[src/rtl/instr_fetch_unit.sv]
// instr_fetch_unit: PC owner and instruction fetch front end for the multicycle core.
// Ports: clk, rst_n (sync, active-low); fetch_en, pc_write, pc_src, branch_target
//        from control/datapath; imem_req/imem_addr/imem_ack/imem_rdata memory
//        handshake; pc, pc_plus4, instr, opcode, instr_valid, busy, fetch_err,
//        misalign_err status and results.
module instr_fetch_unit #(
    parameter int              XLEN        = 32,
    parameter logic [XLEN-1:0] RESET_PC    = '0,
    parameter int              TIMEOUT_CYC = 16
) (
    input  logic            clk,
    input  logic            rst_n,
    input  logic            fetch_en,
    input  logic            pc_write,
    input  logic            pc_src,
    input  logic [XLEN-1:0] branch_target,
    output logic            imem_req,
    output logic [XLEN-1:0] imem_addr,
    input  logic            imem_ack,
    input  logic [31:0]     imem_rdata,
    output logic [XLEN-1:0] pc,
    output logic [XLEN-1:0] pc_plus4,
    output logic [31:0]     instr,
    output logic [6:0]      opcode,
    output logic            instr_valid,
    output logic            busy,
    output logic            fetch_err,
    output logic            misalign_err
);

    localparam int CW = (TIMEOUT_CYC > 1) ? $clog2(TIMEOUT_CYC) : 1;
    localparam logic [CW-1:0] CNT_LAST = CW'(TIMEOUT_CYC - 1);
    localparam logic [31:0]   NOP      = 32'h0000_0013;

    typedef enum logic [1:0] {IDLE, REQ, HOLD, ERR} state_t;

    state_t          state_q, state_d;
    logic [XLEN-1:0] pc_q, pc_d;
    logic [XLEN-1:0] addr_q, addr_d;
    logic            req_q, req_d;
    logic [31:0]     instr_q, instr_d;
    logic            valid_q, valid_d;
    logic [CW-1:0]   cnt_q, cnt_d;
    logic            ferr_q, ferr_d;
    logic            merr_q, merr_d;

    logic [XLEN-1:0] next_pc;
    logic            can_issue;
    logic            pc_wr_ok;
    logic            bad_tgt;
    logic            pc_upd;

    assign pc_plus4  = pc_q + XLEN'(4);
    assign next_pc   = pc_src ? branch_target : pc_plus4;
    assign can_issue = (state_q == IDLE) || (state_q == HOLD);
    assign pc_wr_ok  = pc_write && can_issue;
    // A misaligned branch target is refused: PC stays put, error latches.
    assign bad_tgt   = pc_src && (branch_target[1:0] != 2'b00);
    assign pc_upd    = pc_wr_ok && !bad_tgt;

    always_ff @(posedge clk) begin
        if (!rst_n) begin
            state_q <= IDLE;
            pc_q    <= RESET_PC;
            addr_q  <= RESET_PC;
            req_q   <= 1'b0;
            instr_q <= NOP;
            valid_q <= 1'b0;
            cnt_q   <= '0;
            ferr_q  <= 1'b0;
            merr_q  <= 1'b0;
        end else begin
            state_q <= state_d;
            pc_q    <= pc_d;
            addr_q  <= addr_d;
            req_q   <= req_d;
            instr_q <= instr_d;
            valid_q <= valid_d;
            cnt_q   <= cnt_d;
            ferr_q  <= ferr_d;
            merr_q  <= merr_d;
        end
    end

    always_comb begin
        state_d = state_q;
        pc_d    = pc_q;
        addr_d  = addr_q;
        req_d   = req_q;
        instr_d = instr_q;
        valid_d = valid_q;
        cnt_d   = cnt_q;
        ferr_d  = ferr_q;
        merr_d  = merr_q;

        if (pc_wr_ok) begin
            if (bad_tgt) merr_d = 1'b1;
            else         pc_d   = next_pc;
        end

        unique case (state_q)
            IDLE, HOLD: begin
                if (fetch_en) begin
                    state_d = REQ;
                    // A same-cycle PC update wins: fetch from the new PC.
                    addr_d  = pc_upd ? next_pc : pc_q;
                    req_d   = 1'b1;
                    valid_d = 1'b0;
                    cnt_d   = '0;
                end
            end
            REQ: begin
                if (imem_ack) begin
                    instr_d = imem_rdata;
                    req_d   = 1'b0;
                    valid_d = 1'b1;
                    state_d = HOLD;
                end else if (cnt_q == CNT_LAST) begin
                    req_d   = 1'b0;
                    ferr_d  = 1'b1;
                    state_d = ERR;
                end else begin
                    cnt_d = cnt_q + CW'(1);
                end
            end
            ERR: begin
                req_d   = 1'b0;
                valid_d = 1'b0;
            end
            default: state_d = IDLE;
        endcase
    end

    assign pc           = pc_q;
    assign imem_req     = req_q;
    assign imem_addr    = addr_q;
    assign instr        = instr_q;
    assign opcode       = instr_q[6:0];
    assign instr_valid  = valid_q;
    assign busy         = (state_q == REQ);
    assign fetch_err    = ferr_q;
    assign misalign_err = merr_q;

endmodule

[config.mk]
export PLATFORM = sky130hd
export DESIGN_NAME = instr_fetch_unit
export DESIGN_NICKNAME = d
export VERILOG_FILES = /design/src/rtl/instr_fetch_unit.sv
export SDC_FILE = /design/constraint.sdc
export NUM_CORES = 1
export LEC_CHECK = 0
export ABC_CLOCK_PERIOD_IN_PS = 2300
export CAP_MARGIN = 20
export CORE_MARGIN = 1.5
export CORE_UTILIZATION = 45
export CTS_BUF_LIST = sky130_fd_sc_hd__clkbuf_8
export DETAILED_ROUTE_END_ITERATION = 12
export HOLD_SLACK_MARGIN = 0.06
export PLACE_DENSITY = 0.87
export SYNTH_ARGS = -nofsm -noshare
export SYNTH_HDL_FRONTEND = slang
export SYNTH_SLANG_ARGS = --single-unit
[constraint.sdc]
create_clock -name clk -period 2.3 [get_ports clk]
set_input_delay 0.46 -clock clk [delete_from_list [all_inputs] [get_ports clk]]
set_output_delay 0.46 -clock clk [all_outputs]
set_load 0.03 [all_outputs]
==> results of run 1 <==
final cells by class:
| class | count | area (um^2) |
|---|---|---|
| inverter | 6 | 22.5 |
| timing repair buffer | 309 | 2900 |
| clock inverter | 7 | 93.8 |
| tap | 143 | 179 |
| clock buffer | 9 | 124 |
| fill | 772 | 2650 |
| multi-input combinational | 470 | 3220 |
| sequential | 106 | 2180 |
worst max path at each step:
stage	start	end	slack, ns	depth (start not counted)
after floorplan	pc[9]$_SDFFE_PN0P_	pc_plus4[22]	-0.1	4
after global placement	branch_target[0]	imem_addr[4]$_SDFFE_PN0P_	0.03	6
after detailed placement	pc_write	imem_addr[13]$_SDFFE_PN0P_	-0.03	7
after CTS	pc[2]$_SDFFE_PN0P_	pc_plus4[20]	-0.20	7
after global routing	pc[3]$_SDFFE_PN0P_	pc_plus4[20]	-0.22	7
final	pc[2]$_SDFFE_PN0P_	pc_plus4[22]	-0.16	6
state kept, by name, summed over array words and instances (netlist names):
| signal | count |
|---|---|
| misalign_err | 1 |
| pc | 32 |
| state_q | 2 |
| imem_req | 1 |
| instr_valid | 1 |
| cnt_q | 4 |
| imem_addr | 32 |
| instr | 32 |
| fetch_err | 1 |
repair_timing:
action	in CTS	in global routing
setup buffers	21	12
pin swaps	16	20
gates resized for setup	76	36
hold endpoints to repair	0	0
endpoints found under the setup margin	25	27
kinds of logic (layout without fill, tap and decap cells):
group | Yosys count | count (layout) | share of synthesized area [%]
adder cells (fa/ha/maj) | 2 | 2 | 0.478
AO/OA/AOI/OAI | 206 | 206 | 25.1
XOR/XNOR | 30 | 30 | 5.02
flip-flops | 106 | 106 | 40.6
multiplexers | 1 | 1 | 0.191
AND/OR/NAND/NOR | 231 | 231 | 22.8
buffers and inverters | 68 | 331 | 5.86
synthesized netlist by cell type (9+ instances only):
library cell  instances  area (um^2)
a21oi_1              68          340
xnor2_1              15          131
a31oi_1              17          106
clkbuf_1             38          143
nand2_1             108          405
buf_2                14         70.1
o22ai_1              11         68.8
nand4_1              10         62.6
o21ai_0              40          200
and2_1                9         56.3
and3_1               11         68.8
nor2_1               27          101
xor2_1               15          131
nand3_1              22          110
dfxtp_1             106         2120
buf_4                 9         67.6
power groups by stage:
| stage | clock network [uW] | logic [uW] | registers (uW) |
|---|---|---|---|
| after floorplan | 0 | 388 | 2190 |
| after global placement | 0 | 1020 | 2030 |
| after detailed placement | 0 | 1040 | 2040 |
| after CTS | 1290 | 1060 | 1990 |
| after global routing | 1370 | 1130 | 2000 |
| final | 1270 | 1080 | 1990 |
worst max-delay path, stage by stage, from the launching register on:
cell     delay (ns)
dfxtp_2        0.37
ha_4           0.15
nand3_4        0.09
or4_4          0.49
nor3_4         0.21
xor2_2         0.18
buf_6          0.15
per-stage QoR:
stage                     area (um^2)  hold WS (ns)  setup slack (ns)  TNS [ns]
after floorplan                  5380         0.452           -0.0978    -0.168
after global placement           7850         0.442            0.0285         0
after detailed placement         7850         0.448           -0.0252   -0.0430
after CTS                        8490         0.463            -0.198     -1.63
after global routing             8720         0.470            -0.222     -2.74
final                            8720         0.459            -0.164     -1.25
layer usage:
metal | vias up | share of wire, %
met2 | 352 | 48
met4 | 0 | 3.6
met5 | - | 0
li1 | 2831 | -
met1 | 2944 | 38
met3 | 70 | 10
==> impl_metrics.ini, run 1 <==
[timing]
relSlewSlack_pct = 65.7
finClkSkew_ns = 0.0165
finalCritPeriodShare_pct = 107
period_minus_slack_ns = 2.46
max_freq_mhz = 406
hold_viol_final = 0
setup_viol = 16
setup_slack_ns = -0.164
rsz0062_at_grt = true
slew_viol_final = 0
worstMarginPinSlew_ns = 0.514

[power]
powerDensity_mw_per_mm2 = 498
p_clk_share_pct = 29.3
finalPower_uw = 4340
switching_share_pct = 30.7
seq_power_share_pct = 45.9
intPower_uw = 3010
p_comb_share_pct = 24.8
power.switching_uw = 1330
ir_worst_vdd_mv = 0.341
leakagePower_uw = 0.00351

[final_layout]
layout_commonest_cell = clkdlybuf4s50_1
instances_no_fill = 1050
syn_to_final_growth_pct = 66.7
final_util_pct = 76.7
antenna_cells = 0
drive_gt1_share_pct = 24.8
layout_common_cells = 180 x clkdlybuf4s50_1, 103 x nand2_1, 99 x buf_4
nets = 974

[global_routing]
grt_pass1_wl_um = 31000
use_met2_pct = 52.3
antenna_found_initial = 0
grt_max_degree = 49
overflow = 0
grt_busiest_layer = met2
gr-usage-met3_pct = 8.64
grt_use_total_pct = 31.2
met1_usage_pct = 36.9
first_global_vias = 6059

[hold_path]
hold_start = instr[18]$_SDFFE_PN0N_
hold_class = reg2reg
hold_end = instr[18]$_SDFFE_PN0N_
hold_path_depth = 2

[worst_setup_path]
reg2reg_to = imem_addr[30]$_SDFFE_PN0P_
critPathLaunchType = flop
worst-endpoint-arrival_ns = 2.00
end_kind = output pin
crit_fanout = 3
r2r_cells = 10
r2r-start = pc[2]$_SDFFE_PN0P_
worstSetupPathType = reg2out
rrSetupSlack_ns = 0.30
timing.critical_path.required_ns = 1.84

[place]
hpwl_um = 13900
place_congestion = 0.927
dp_cells = 1001
port_buffers = 209

[detailed_routing]
totalWireLength_um = 19900
viasPerCell = 5.90
dr.pass1.iters = 5
drc = 0
vias = 6197
drt_iter0_markers = 533
ant_nets = 0
drt-wirelength-per-cell_um = 18.9

[cts]
cts_made_buffers = 9
clock_path_buffers = 2
clk_latency_ns = 0.38
htree_levels = 3
clkTransAtPathRegs_ns = 0.09
cts_sinks = 106
ctsHoldBuffers = 0
root_buffer = clkbuf_8
cts_tree = built

[floorplanning]
die_area_mm2 = 0.0123
die_w_um = 111
start_util_pct = 46.0
coreArea_mm2 = 0.0114
die_y_um = 111
num_rows = 39
io_pins = 210

[logic_synthesis]
avgSynthCellArea_um2 = 8.13
ys_types = 64
ys_ff_latch = 106
postSynthCellCount = 644
ys_seq_area_share_pct = 40.6
synth_fp_nets = 716
ys.flop_type = dfxtp_1
synth_edf_count = 0
synth_warnings = 0
netlist_area_mm2 = 0.00523
ys_async_sr_fraction_pct = 0

[job]
cap_violations = 0

[run_status]
status = finished, violations left
violations = setup timing
No activity file was read; power rests on OpenSTA's default activity.
==> inputs of run 2 (changes only) <==
--- a/config.mk
+++ b/config.mk
@@ -7,6 +7,7 @@
 export LEC_CHECK = 0
 export ABC_CLOCK_PERIOD_IN_PS = 2300
 export CAP_MARGIN = 20
+export CORE_ASPECT_RATIO = 1.5
 export CORE_MARGIN = 1.5
 export CORE_UTILIZATION = 45
 export CTS_BUF_LIST = sky130_fd_sc_hd__clkbuf_8
==> impl_metrics.ini, run 2 (synthesized netlist as in run 1, its figures left out) <==
[worst_setup_path]
cp_cell_sequence = nand4_4, or4_4, nor3_4, xor2_2, buf_12
worst-endpoint-arrival_ns = 2.07
timing.critical_path.required_ns = 1.84
critPathMaxStageDelay_ns = 0.63
crit_fanout = 3
critPathLaunchType = flop
cpMaxStageDelayCell = or4_4
r2r_cells = 8
end_kind = output pin
worstSetupPathType = reg2out

[timing]
finalCritPeriodShare_pct = 110
worstMarginPinSlew_ns = 0.464
hold_viol_final = 0
setup_viol = 18
rsz0062_at_grt = true
relSlewSlack_pct = 68.8
max_freq_mhz = 396
period_minus_slack_ns = 2.53
finClkSkew_ns = 0.0134
setup_slack_ns = -0.227
whs_ns = 0.459
slew_viol_final = 0

[floorplanning]
die_w_um = 91.0
io_pins = 210
coreArea_mm2 = 0.0114
die_y_um = 135
num_rows = 48
start_util_pct = 45.9
die_area_mm2 = 0.0123

[global_routing]
antenna_found_initial = 0
first_global_vias = 6059
grt_max_degree = 49
overflow = 0
grt_use_total_pct = 32.0
grt_pass1_wl_um = 31100

[cts]
clock_path_buffers = 2
cts_made_buffers = 9
htree_levels = 3
cts_tree = built
root_buffer = clkbuf_8
clk_latency_ns = 0.39
ctsHoldBuffers = 0
cts_sinks = 106
clkTransAtPathRegs_ns = 0.11

[detailed_routing]
drt-wirelength-per-cell_um = 19.1
vias = 6203
totalWireLength_um = 20600
drc = 0
ant_nets = 0
viasPerCell = 5.74
drt_iter0_markers = 409
dr.pass1.iters = 5

[place]
hpwl_um = 14700
pre_cts_ws_ns = -0.145
place_congestion = 0.930
post_dp_cell_area_mm2 = 0.00800
port_buffers = 209

[final_layout]
drive_gt1_share_pct = 27.0
antenna_cells = 0
fill_cells = 818
syn_to_final_growth_pct = 71.4
fin_area_mm2 = 0.00897
nets = 998
layout_common_cells = 180 x clkdlybuf4s50_1, 116 x buf_4, 104 x nand2_1
layout_commonest_cell = clkdlybuf4s50_1
final_util_pct = 78.6

[run_status]
violations = setup timing
status = finished, violations left

[job]
cap_violations = 0

[power]
powerDensity_mw_per_mm2 = 474
ir_worst_vdd_mv = 0.405
leakagePower_uw = 0.00359

[hold_path]
hold_path_depth = 2
hold_class = reg2reg
run 2: worst paths after layout:
kind | end | slack (ns) | from
hold / removal | instr[28]$_SDFFE_PN0N_ | 0.46 | instr[28]$_SDFFE_PN0N_
hold reg to reg | instr[28]$_SDFFE_PN0N_ | 0.46 | instr[28]$_SDFFE_PN0N_
setup reg to reg | imem_addr[21]$_SDFFE_PN0P_ | 0.22 | pc[3]$_SDFFE_PN0P_
setup / recovery | pc_plus4[22] | -0.23 | pc[14]$_SDFFE_PN0P_
run 2: power by group:
group	leakage (uW)	internal [uW]	switching [uW]	total [uW]
registers	0.000880	1920	75.0	1990
logic	0.00261	496	610	1110
clock network	0.000100	425	734	1160
run 2: layout make-up:
type / count / area [um^2] / area share (%)
inverters: 6 / 22.5 / 0.251
well taps: 150 / 188 / 2.09
multi-input cells: 470 / 3210 / 35.8
clock buffers: 9 / 124 / 1.38
clock inverters: 7 / 72.6 / 0.809
flip-flops and latches: 106 / 2190 / 24.4
repair buffers: 333 / 3160 / 35.2
run 2: what timing repair did:
action	4_1_cts	5_1_grt
pin swaps	17	21
gates resized for setup	85	27
endpoints found under the setup margin	27	25
buffers inserted	26	21
run 2: per-stage QoR:
| step | instances | TNS [ns] | power [uW] |
|---|---|---|---|
| after floorplan | 644 | -0.168 | 2580 |
| after global placement | 1019 | -0.941 | 3080 |
| after detailed placement | 1019 | -1.39 | 3100 |
| after CTS | 1061 | -1.69 | 4250 |
| after global routing | 1081 | -3.36 | 4410 |
| final | 1081 | -2.07 | 4260 |
run 2: metal layers:
layer | track usage (%) | vias up | part of all wire, %
li1 | - | 2885 | -
met1 | 32.7 | 2936 | 36
met2 | 59.9 | 317 | 53
met3 | 8.00 | 65 | 7.0
met4 | 15.9 | 0 | 4.4
met5 | 0 | - | 0
run 2: worst max-delay path: cells and delay by family (launching register included):
family                 cells  cell delay [ns]
AND/OR/NAND/NOR            3             0.98
buffers and inverters      1             0.14
flip-flops                 1             0.37
XOR/XNOR                   1             0.20
